## src/rtl/axi_rd_arbiter_if.sv

```systemverilog
// AXI4 read-address / read-data channel bundle for the two-port read arbiter.
// The master modport is the arbiter side and the slave modport is the memory side.
interface axi_rd_arbiter_if #(
  parameter int ID_WIDTH   = 13,
  parameter int ADDR_WIDTH = 64,
  parameter int DATA_WIDTH = 64
);
  logic [ID_WIDTH-1:0]   arid;
  logic [ADDR_WIDTH-1:0] araddr;
  logic [7:0]            arlen;
  logic [2:0]            arsize;
  logic [1:0]            arburst;
  logic                  arlock;
  logic [3:0]            arcache;
  logic [2:0]            arprot;
  logic                  arvalid;
  logic                  arready;
  logic [ID_WIDTH-1:0]   rid;
  logic [DATA_WIDTH-1:0] rdata;
  logic [1:0]            rresp;
  logic                  rlast;
  logic                  rvalid;
  logic                  rready;

  modport master (
    output arid, araddr, arlen, arsize, arburst, arlock, arcache, arprot, arvalid, rready,
    input  arready, rid, rdata, rresp, rlast, rvalid
  );
  modport slave (
    input  arid, araddr, arlen, arsize, arburst, arlock, arcache, arprot, arvalid, rready,
    output arready, rid, rdata, rresp, rlast, rvalid
  );
endinterface

```

## src/rtl/axi_rd_arbiter.sv

```systemverilog
// Two-port (ifetch=0, load=1) AXI read arbiter with one burst outstanding at a time.
// Define AXI_RD_ARB_RR_EN to get round-robin arbitration; the default is fixed priority to port 1.
module axi_rd_arbiter #(
  parameter int ID_WIDTH   = 13,
  parameter int ADDR_WIDTH = 64,
  parameter int DATA_WIDTH = 64
) (
  input  logic                  clk,
  input  logic                  reset_n,
  input  logic                  req0_valid,
  output logic                  req0_ready,
  input  logic [ADDR_WIDTH-1:0] req0_addr,
  input  logic [7:0]            req0_len,
  input  logic [2:0]            req0_size,
  input  logic [1:0]            req0_burst,
  input  logic                  req1_valid,
  output logic                  req1_ready,
  input  logic [ADDR_WIDTH-1:0] req1_addr,
  input  logic [7:0]            req1_len,
  input  logic [2:0]            req1_size,
  input  logic [1:0]            req1_burst,
  output logic                  rsp0_valid,
  input  logic                  rsp0_ready,
  output logic [DATA_WIDTH-1:0] rsp0_data,
  output logic [1:0]            rsp0_resp,
  output logic                  rsp0_last,
  output logic                  rsp1_valid,
  input  logic                  rsp1_ready,
  output logic [DATA_WIDTH-1:0] rsp1_data,
  output logic [1:0]            rsp1_resp,
  output logic                  rsp1_last,
  axi_rd_arbiter_if.master      m_axi,
  output logic                  busy,
  output logic                  id_err
);
  typedef enum logic [1:0] {IDLE, ADDR, DATA} state_t;

  state_t state, state_n;
  logic [1:0]                 req_valid, req_ready, rsp_valid, rsp_ready;
  logic [1:0][ADDR_WIDTH-1:0] req_addr;
  logic [1:0][7:0]            req_len;
  logic [1:0][2:0]            req_size;
  logic [1:0][1:0]            req_burst;
  logic                       gnt_en, gnt_sel, grant, arvalid_c, rready_c, beat_acc;
  logic [ADDR_WIDTH-1:0]      addr_q;
  logic [7:0]                 len_q, beat_cnt;
  logic [2:0]                 size_q;
  logic [1:0]                 burst_q;
  logic                       unused_rid;

  assign req_valid = {req1_valid, req0_valid};
  assign req_addr  = {req1_addr, req0_addr};
  assign req_len   = {req1_len, req0_len};
  assign req_size  = {req1_size, req0_size};
  assign req_burst = {req1_burst, req0_burst};
  assign rsp_ready = {rsp1_ready, rsp0_ready};
  assign {req1_ready, req0_ready} = req_ready;
  assign {rsp1_valid, rsp0_valid} = rsp_valid;

`ifdef AXI_RD_ARB_RR_EN
  logic ptr;
  // Pointer remembers the last winner; a contested cycle goes to the other port.
  always_ff @(posedge clk or negedge reset_n)
    if (!reset_n)    ptr <= 1'b0;
    else if (gnt_en) ptr <= gnt_sel;
  always_comb gnt_sel = (&req_valid) ? ~ptr : req_valid[1];
`else
  always_comb gnt_sel = req_valid[1];
`endif

  always_ff @(posedge clk or negedge reset_n)
    if (!reset_n) state <= IDLE;
    else          state <= state_n;

  always_comb begin
    state_n   = state;
    gnt_en    = 1'b0;
    req_ready = '0;
    rsp_valid = '0;
    arvalid_c = 1'b0;
    rready_c  = 1'b0;
    case (state)
      IDLE: if (reset_n && |req_valid) begin
        gnt_en             = 1'b1;
        req_ready[gnt_sel] = 1'b1;
        state_n            = ADDR;
      end
      ADDR: begin
        arvalid_c = 1'b1;
        if (m_axi.arready) state_n = DATA;
      end
      DATA: begin
        rsp_valid[grant] = m_axi.rvalid;
        rready_c         = rsp_ready[grant];
        if (m_axi.rvalid && rready_c && m_axi.rlast) state_n = IDLE;
      end
      default: state_n = IDLE;
    endcase
  end

  assign beat_acc = (state == DATA) && m_axi.rvalid && rready_c;

  always_ff @(posedge clk or negedge reset_n) begin
    if (!reset_n) begin
      grant    <= 1'b0;
      addr_q   <= '0;
      len_q    <= '0;
      size_q   <= '0;
      burst_q  <= '0;
      beat_cnt <= '0;
      id_err   <= 1'b0;
    end else begin
      if (gnt_en) begin
        grant    <= gnt_sel;
        addr_q   <= req_addr[gnt_sel];
        len_q    <= req_len[gnt_sel];
        size_q   <= req_size[gnt_sel];
        burst_q  <= req_burst[gnt_sel];
        beat_cnt <= '0;
      end
      if (beat_acc) begin
        // beat_cnt is the index of this beat: rlast belongs exactly at index len_q.
        if (m_axi.rid[0] != grant) id_err <= 1'b1;
        if (m_axi.rlast ? (beat_cnt != len_q) : (beat_cnt >= len_q)) id_err <= 1'b1;
        if (beat_cnt != 8'hFF) beat_cnt <= beat_cnt + 8'd1;
      end
    end
  end

  assign m_axi.arid    = {{(ID_WIDTH-1){1'b0}}, grant};
  assign m_axi.araddr  = addr_q;
  assign m_axi.arlen   = len_q;
  assign m_axi.arsize  = size_q;
  assign m_axi.arburst = burst_q;
  assign m_axi.arlock  = 1'b0;
  assign m_axi.arcache = 4'b0011;
  assign m_axi.arprot  = 3'b000;
  assign m_axi.arvalid = arvalid_c;
  assign m_axi.rready  = rready_c;

  assign rsp0_data = m_axi.rdata;
  assign rsp1_data = m_axi.rdata;
  assign rsp0_resp = m_axi.rresp;
  assign rsp1_resp = m_axi.rresp;
  assign rsp0_last = m_axi.rlast;
  assign rsp1_last = m_axi.rlast;
  assign unused_rid = ^m_axi.rid;

  assign busy = (state != IDLE);
endmodule

```

## src/flat_wrapper.sv

```systemverilog
// flat-port wrapper written by rule: the top's interface ports become plain ports
module axi_rd_arbiter_flat 
#(
  parameter int ID_WIDTH   = 13,
  parameter int ADDR_WIDTH = 64,
  parameter int DATA_WIDTH = 64
)
  (clk, reset_n, req0_valid, req0_ready, req0_addr, req0_len, req0_size, req0_burst, req1_valid, req1_ready, req1_addr, req1_len, req1_size, req1_burst, rsp0_valid, rsp0_ready, rsp0_data, rsp0_resp, rsp0_last, rsp1_valid, rsp1_ready, rsp1_data, rsp1_resp, rsp1_last, busy, id_err, m_axi_arid, m_axi_araddr, m_axi_arlen, m_axi_arsize, m_axi_arburst, m_axi_arlock, m_axi_arcache, m_axi_arprot, m_axi_arvalid, m_axi_rready, m_axi_arready, m_axi_rid, m_axi_rdata, m_axi_rresp, m_axi_rlast, m_axi_rvalid);
  axi_rd_arbiter_if #(.ID_WIDTH(ID_WIDTH), .ADDR_WIDTH(ADDR_WIDTH), .DATA_WIDTH(DATA_WIDTH)) m_axi_i ();
  input  logic clk;
  input  logic reset_n;
  input  logic req0_valid;
  output logic req0_ready;
  input  logic [ADDR_WIDTH-1:0] req0_addr;
  input  logic [7:0] req0_len;
  input  logic [2:0] req0_size;
  input  logic [1:0] req0_burst;
  input  logic req1_valid;
  output logic req1_ready;
  input  logic [ADDR_WIDTH-1:0] req1_addr;
  input  logic [7:0] req1_len;
  input  logic [2:0] req1_size;
  input  logic [1:0] req1_burst;
  output logic rsp0_valid;
  input  logic rsp0_ready;
  output logic [DATA_WIDTH-1:0] rsp0_data;
  output logic [1:0] rsp0_resp;
  output logic rsp0_last;
  output logic rsp1_valid;
  input  logic rsp1_ready;
  output logic [DATA_WIDTH-1:0] rsp1_data;
  output logic [1:0] rsp1_resp;
  output logic rsp1_last;
  output logic busy;
  output logic id_err;
  output wire logic [$bits(m_axi_i.arid)-1:0] m_axi_arid;
  output wire logic [$bits(m_axi_i.araddr)-1:0] m_axi_araddr;
  output wire logic [$bits(m_axi_i.arlen)-1:0] m_axi_arlen;
  output wire logic [$bits(m_axi_i.arsize)-1:0] m_axi_arsize;
  output wire logic [$bits(m_axi_i.arburst)-1:0] m_axi_arburst;
  output wire logic [$bits(m_axi_i.arlock)-1:0] m_axi_arlock;
  output wire logic [$bits(m_axi_i.arcache)-1:0] m_axi_arcache;
  output wire logic [$bits(m_axi_i.arprot)-1:0] m_axi_arprot;
  output wire logic [$bits(m_axi_i.arvalid)-1:0] m_axi_arvalid;
  output wire logic [$bits(m_axi_i.rready)-1:0] m_axi_rready;
  input wire logic [$bits(m_axi_i.arready)-1:0] m_axi_arready;
  input wire logic [$bits(m_axi_i.rid)-1:0] m_axi_rid;
  input wire logic [$bits(m_axi_i.rdata)-1:0] m_axi_rdata;
  input wire logic [$bits(m_axi_i.rresp)-1:0] m_axi_rresp;
  input wire logic [$bits(m_axi_i.rlast)-1:0] m_axi_rlast;
  input wire logic [$bits(m_axi_i.rvalid)-1:0] m_axi_rvalid;
  assign m_axi_arid = m_axi_i.arid;
  assign m_axi_araddr = m_axi_i.araddr;
  assign m_axi_arlen = m_axi_i.arlen;
  assign m_axi_arsize = m_axi_i.arsize;
  assign m_axi_arburst = m_axi_i.arburst;
  assign m_axi_arlock = m_axi_i.arlock;
  assign m_axi_arcache = m_axi_i.arcache;
  assign m_axi_arprot = m_axi_i.arprot;
  assign m_axi_arvalid = m_axi_i.arvalid;
  assign m_axi_rready = m_axi_i.rready;
  assign m_axi_i.arready = m_axi_arready;
  assign m_axi_i.rid = m_axi_rid;
  assign m_axi_i.rdata = m_axi_rdata;
  assign m_axi_i.rresp = m_axi_rresp;
  assign m_axi_i.rlast = m_axi_rlast;
  assign m_axi_i.rvalid = m_axi_rvalid;
  axi_rd_arbiter #(.ID_WIDTH(ID_WIDTH), .ADDR_WIDTH(ADDR_WIDTH), .DATA_WIDTH(DATA_WIDTH)) u_core (.clk(clk), .reset_n(reset_n), .req0_valid(req0_valid), .req0_ready(req0_ready), .req0_addr(req0_addr), .req0_len(req0_len), .req0_size(req0_size), .req0_burst(req0_burst), .req1_valid(req1_valid), .req1_ready(req1_ready), .req1_addr(req1_addr), .req1_len(req1_len), .req1_size(req1_size), .req1_burst(req1_burst), .rsp0_valid(rsp0_valid), .rsp0_ready(rsp0_ready), .rsp0_data(rsp0_data), .rsp0_resp(rsp0_resp), .rsp0_last(rsp0_last), .rsp1_valid(rsp1_valid), .rsp1_ready(rsp1_ready), .rsp1_data(rsp1_data), .rsp1_resp(rsp1_resp), .rsp1_last(rsp1_last), .m_axi(m_axi_i), .busy(busy), .id_err(id_err));
endmodule
```

## config.mk

```make
export PLATFORM = sky130hd
export DESIGN_NAME = axi_rd_arbiter_flat
export DESIGN_NICKNAME = d
export VERILOG_FILES = /design/src/rtl/axi_rd_arbiter_if.sv /design/src/rtl/axi_rd_arbiter.sv /design/src/flat_wrapper.sv
export SDC_FILE = /design/constraint.sdc
export NUM_CORES = 1
export LEC_CHECK = 0
export ABC_CLOCK_PERIOD_IN_PS = 2400
export BUFFER_PORTS_ARGS = -buffer_cell sky130_fd_sc_hd__buf_2
export CAP_MARGIN = 20
export CORE_AREA = 2 2 190 192
export DETAILED_ROUTE_END_ITERATION = 6
export DIE_AREA = 0 0 192 194
export GPL_TIMING_DRIVEN = 0
export PLACE_DENSITY = 0.39
export SETUP_SLACK_MARGIN = 0.5
export SYNTH_ARGS = -nofsm -noshare
export SYNTH_HDL_FRONTEND = slang
export SYNTH_SLANG_ARGS = --single-unit
```

## constraint.sdc

```tcl
create_clock -name clk -period 2.4 [get_ports clk]
set_clock_uncertainty 0.2 [all_clocks]
set_input_delay 0.24 -clock clk [delete_from_list [all_inputs] [get_ports clk]]
set_output_delay 0.24 -clock clk [all_outputs]
set_load 0.005 [all_outputs]
```

==> metrics <==
run status=finished, violations left; failing checks=hold timing; Syn-to-layout area delta=77.0%; Leakage=0.00537 uW; DRC Markers=0; maximum vdd drop=295 uV; yosys warns=0; Via-to-Cell Ratio=3.63; TritonCTS clock tree=yes; post-synthesis register bit count=89; vias in the first global route=6,018; initial DRC count=113; # setup viols final=0; fin crit period=1990 ps; clock root buffer=clkbuf_16; Die Height=194 um; RSZ-0062 raised after global routing=yes; Total Wirelength=21.9 mm; initial core utilization=15.9%; share of cells above drive strength 1=53.0%; Port Buffers=382; placed wire-length estimate=17.0 mm; post-layout net count=1,391; Avg Cell Area, Syn=9.48 um^2; Synth cell types=41; first-pass GRT wire length=32.6 mm; number of buffers created by CTS=9; worst skew pair latency=350 ps; kind of critical path=reg2out; Critical Path Source Type=flop; power per cell area=723 mW/mm^2; crit end category=primary output; Site Rows=69; Max Root-Sink Buffers=2; Post-DP Area=0.00820 mm^2; ANT nets after route=0; Hold Buf Count CTS=126; core area=0.0352 mm^2; DR vias=5,836; # IOs=482; die width=192 um; clock sinks=89; H-tree level count=3; Worst R2R Path Depth=6; Cells after Synth=592; Max-cap violations=0; Seq/Total Area, Yosys=39.7%; WHS=-476 ps; initial antenna violation count=1; largest net degree at the start of global routing=48; synthesized area=0.00561 mm^2; global-route usage over all layers=11.3%; routed length per instance=13.6 um; Placer Congestion=0.743; CP Data Required Time=1960 ps; CP arrival=1550 ps; Tcrit/Tclk final=83.1%; Max Slew Vio Count=0; Final Hold Fails=90; CP Max Fanout=7; die area=0.0372 mm^2; Hold Crit Class=in2async; max frequency=0.501 GHz; clk slew on worst S/H paths=80 ps; Placement Setup Slack=-256 ps; DR pass1 iterations=4; fillers=3,847; post-route cell area=0.00994 mm^2; final worst slack=406 ps; GRT Residual Overflow=0
power breakdown:
| part | total, uW | internal [uW] | switching (uW) |
|---|---|---|---|
| Sequential | 2540 | 2160 | 375 |
| Combinational | 3100 | 1570 | 1530 |
| Clock | 1550 | 850 | 700 |
| Total | 7190 | 4580 | 2600 |
path summary, 6_finish.rpt:
kind / from / to / slack, ps
min in group clk: req0_addr[16] / u_core.m_axi.araddr[16] / 0
min: reset_n / u_core.m_axi.araddr[61] / -480
max in group asynchronous: reset_n / u_core.beat_cnt[0] / 1910
min reg2reg: u_core.m_axi.araddr[18] / u_core.m_axi.araddr[18] / 280
max: u_core.state[0] / req0_ready / 410
max reg2reg: u_core.beat_cnt[0] / u_core.beat_cnt[3] / 590
worst max-delay path: stages (launching register included):
cell and delay, ps:
dfrtp_2 430, nor2_4 180, o211ai_4 130, buf_12 170, buf_12 130, nor2_2 60
buf_2 120
state kept, by name, summed over array words and instances (netlist names):
signal,count
u_core.m_axi.arsize,3
u_core.m_axi.araddr,64
u_core.state,2
u_core.m_axi.arlen,8
u_core.grant,1
u_core.m_axi.arburst,2
u_core.id_err,1
u_core.beat_cnt,8
cells in the final DEF, fill, tap and decap left out, types with 2 or more instances in the layout:
| cell type | Yosys | routed |
|---|---|---|
| nand2b_1 | 3 | 3 |
| o31ai_2 | 2 | 2 |
| dfrtp_2 | 0 | 4 |
| clkbuf_1 | 8 | 2 |
| buf_6 | 3 | 4 |
| o21ai_0 | 83 | 81 |
| dlygate4sd3_1 | 0 | 126 |
| clkbuf_16 | 0 | 9 |
| and4_1 | 3 | 2 |
| ha_1 | 9 | 8 |
| nor3_1 | 3 | 3 |
| mux2i_1 | 78 | 77 |
| clkinvlp_4 | 0 | 2 |
| o211ai_2 | 3 | 3 |
| a211oi_1 | 2 | 2 |
| o21ai_1 | 0 | 2 |
| o31ai_1 | 2 | 2 |
| buf_12 | 0 | 3 |
| nand2_1 | 79 | 79 |
| a21o_1 | 2 | 2 |
| inv_6 | 0 | 3 |
| nand4_1 | 3 | 3 |
| a21oi_1 | 3 | 3 |
| inv_1 | 14 | 14 |
| conb_1 | 2 | 20 |
| buf_4 | 157 | 167 |
| dfrtp_1 | 89 | 85 |
| and3_1 | 3 | 3 |
| nor2_1 | 5 | 4 |
| buf_2 | 15 | 397 |
| nand3_1 | 4 | 4 |
| clkbuf_2 | 0 | 2 |
area by class of cell:
cell class                      count  area, um^2  area share (%)
Antenna cell                        1        2.50          0.0252
Buffer                            183        1360            13.7
Clock buffer                       10         239            2.41
Clock inverter                      6        71.3           0.718
Inverter                           14        52.6           0.529
Multi-Input combinational cell    324        2110            21.2
Sequential cell                    89        2230            22.5
Tap cell                          461         577            5.81
Timing Repair Buffer              519        3290            33.1
routing by layer:
| metal | global-route usage, % | up-vias | share of wire (%) |
|---|---|---|---|
| met2 | 21.2 | 253 | 52 |
| met4 | 1.87 | 0 | 0.67 |
| met5 | 0 | - | 0 |
| li1 | - | 2911 | - |
| met3 | 3.02 | 9 | 7.9 |
| met1 | 12.8 | 2663 | 39 |
cells in the mapped netlist (all sizes together):
| cell type | instances | share of area, % |
|---|---|---|
| a211oi | 2 | 0.27 |
| ha | 9 | 2.0 |
| a211o | 1 | 0.16 |
| nand2 | 79 | 5.3 |
| nor2 | 6 | 0.45 |
| o22ai | 1 | 0.11 |
| a22oi | 1 | 0.13 |
| inv | 14 | 0.94 |
| nor4 | 1 | 0.11 |
| buf | 175 | 23 |
| and3b | 1 | 0.16 |
| nand3 | 4 | 0.36 |
| and4 | 3 | 0.47 |
| a21o | 2 | 0.27 |
| o211a | 1 | 0.18 |
| mux2 | 1 | 0.20 |
| clkbuf | 8 | 0.53 |
| or2 | 1 | 0.11 |
| dfrtp | 89 | 40 |
| o31ai | 4 | 0.71 |
| mux2i | 78 | 14 |
| xnor2 | 1 | 0.16 |
| or3 | 1 | 0.11 |
| o211ai | 4 | 1.0 |
| o2bb2ai | 1 | 0.16 |
| o21ai | 83 | 7.4 |
| nand2b | 3 | 0.33 |
| nor2b | 1 | 0.11 |
| conb | 2 | 0.13 |
| a41oi | 1 | 0.16 |
| nor3 | 3 | 0.27 |
| a21oi | 3 | 0.27 |
| nand3b | 1 | 0.13 |
| nand4 | 3 | 0.33 |
| and3 | 3 | 0.33 |
| and2 | 1 | 0.11 |
stage by stage:
| step | utilization, % | instances | total power [uW] | setup TNS [ps] | hold WS, ps |
|---|---|---|---|---|---|
| 4_1_cts | 27.9 | 1599 | 7310 | 0 | -429 |
| 6_report | 28.2 | 1607 | 7190 | 0 | -476 |
| 2_1_floorplan | - | 610 | 3870 | 0 | -256 |
| 3_3_place_gp | 23.2 | 1453 | 5420 | -152800 | 258 |
| 3_5_place_dp | 23.3 | 1454 | 5450 | -8110 | 115 |
| 5_1_grt | 28.2 | 1606 | 7890 | 0 | -474 |
cells by family after synthesis:
group | synth area share, %
compound gates | 10.9
xor+xnor | 0.156
fa+ha+maj | 2.01
buf+inv | 24.4
flops | 39.7
mux | 14.1
other cells | 0.134
simple gates | 8.67
repair_timing:
item,4_1_cts,5_1_grt
buffers inserted,3,7
hold endpoints to repair,159,89
pin swaps,2,3
endpoints found under the setup margin,87,37
resized for setup,11,29
Note: power is estimated with default switching activity, not from simulation.
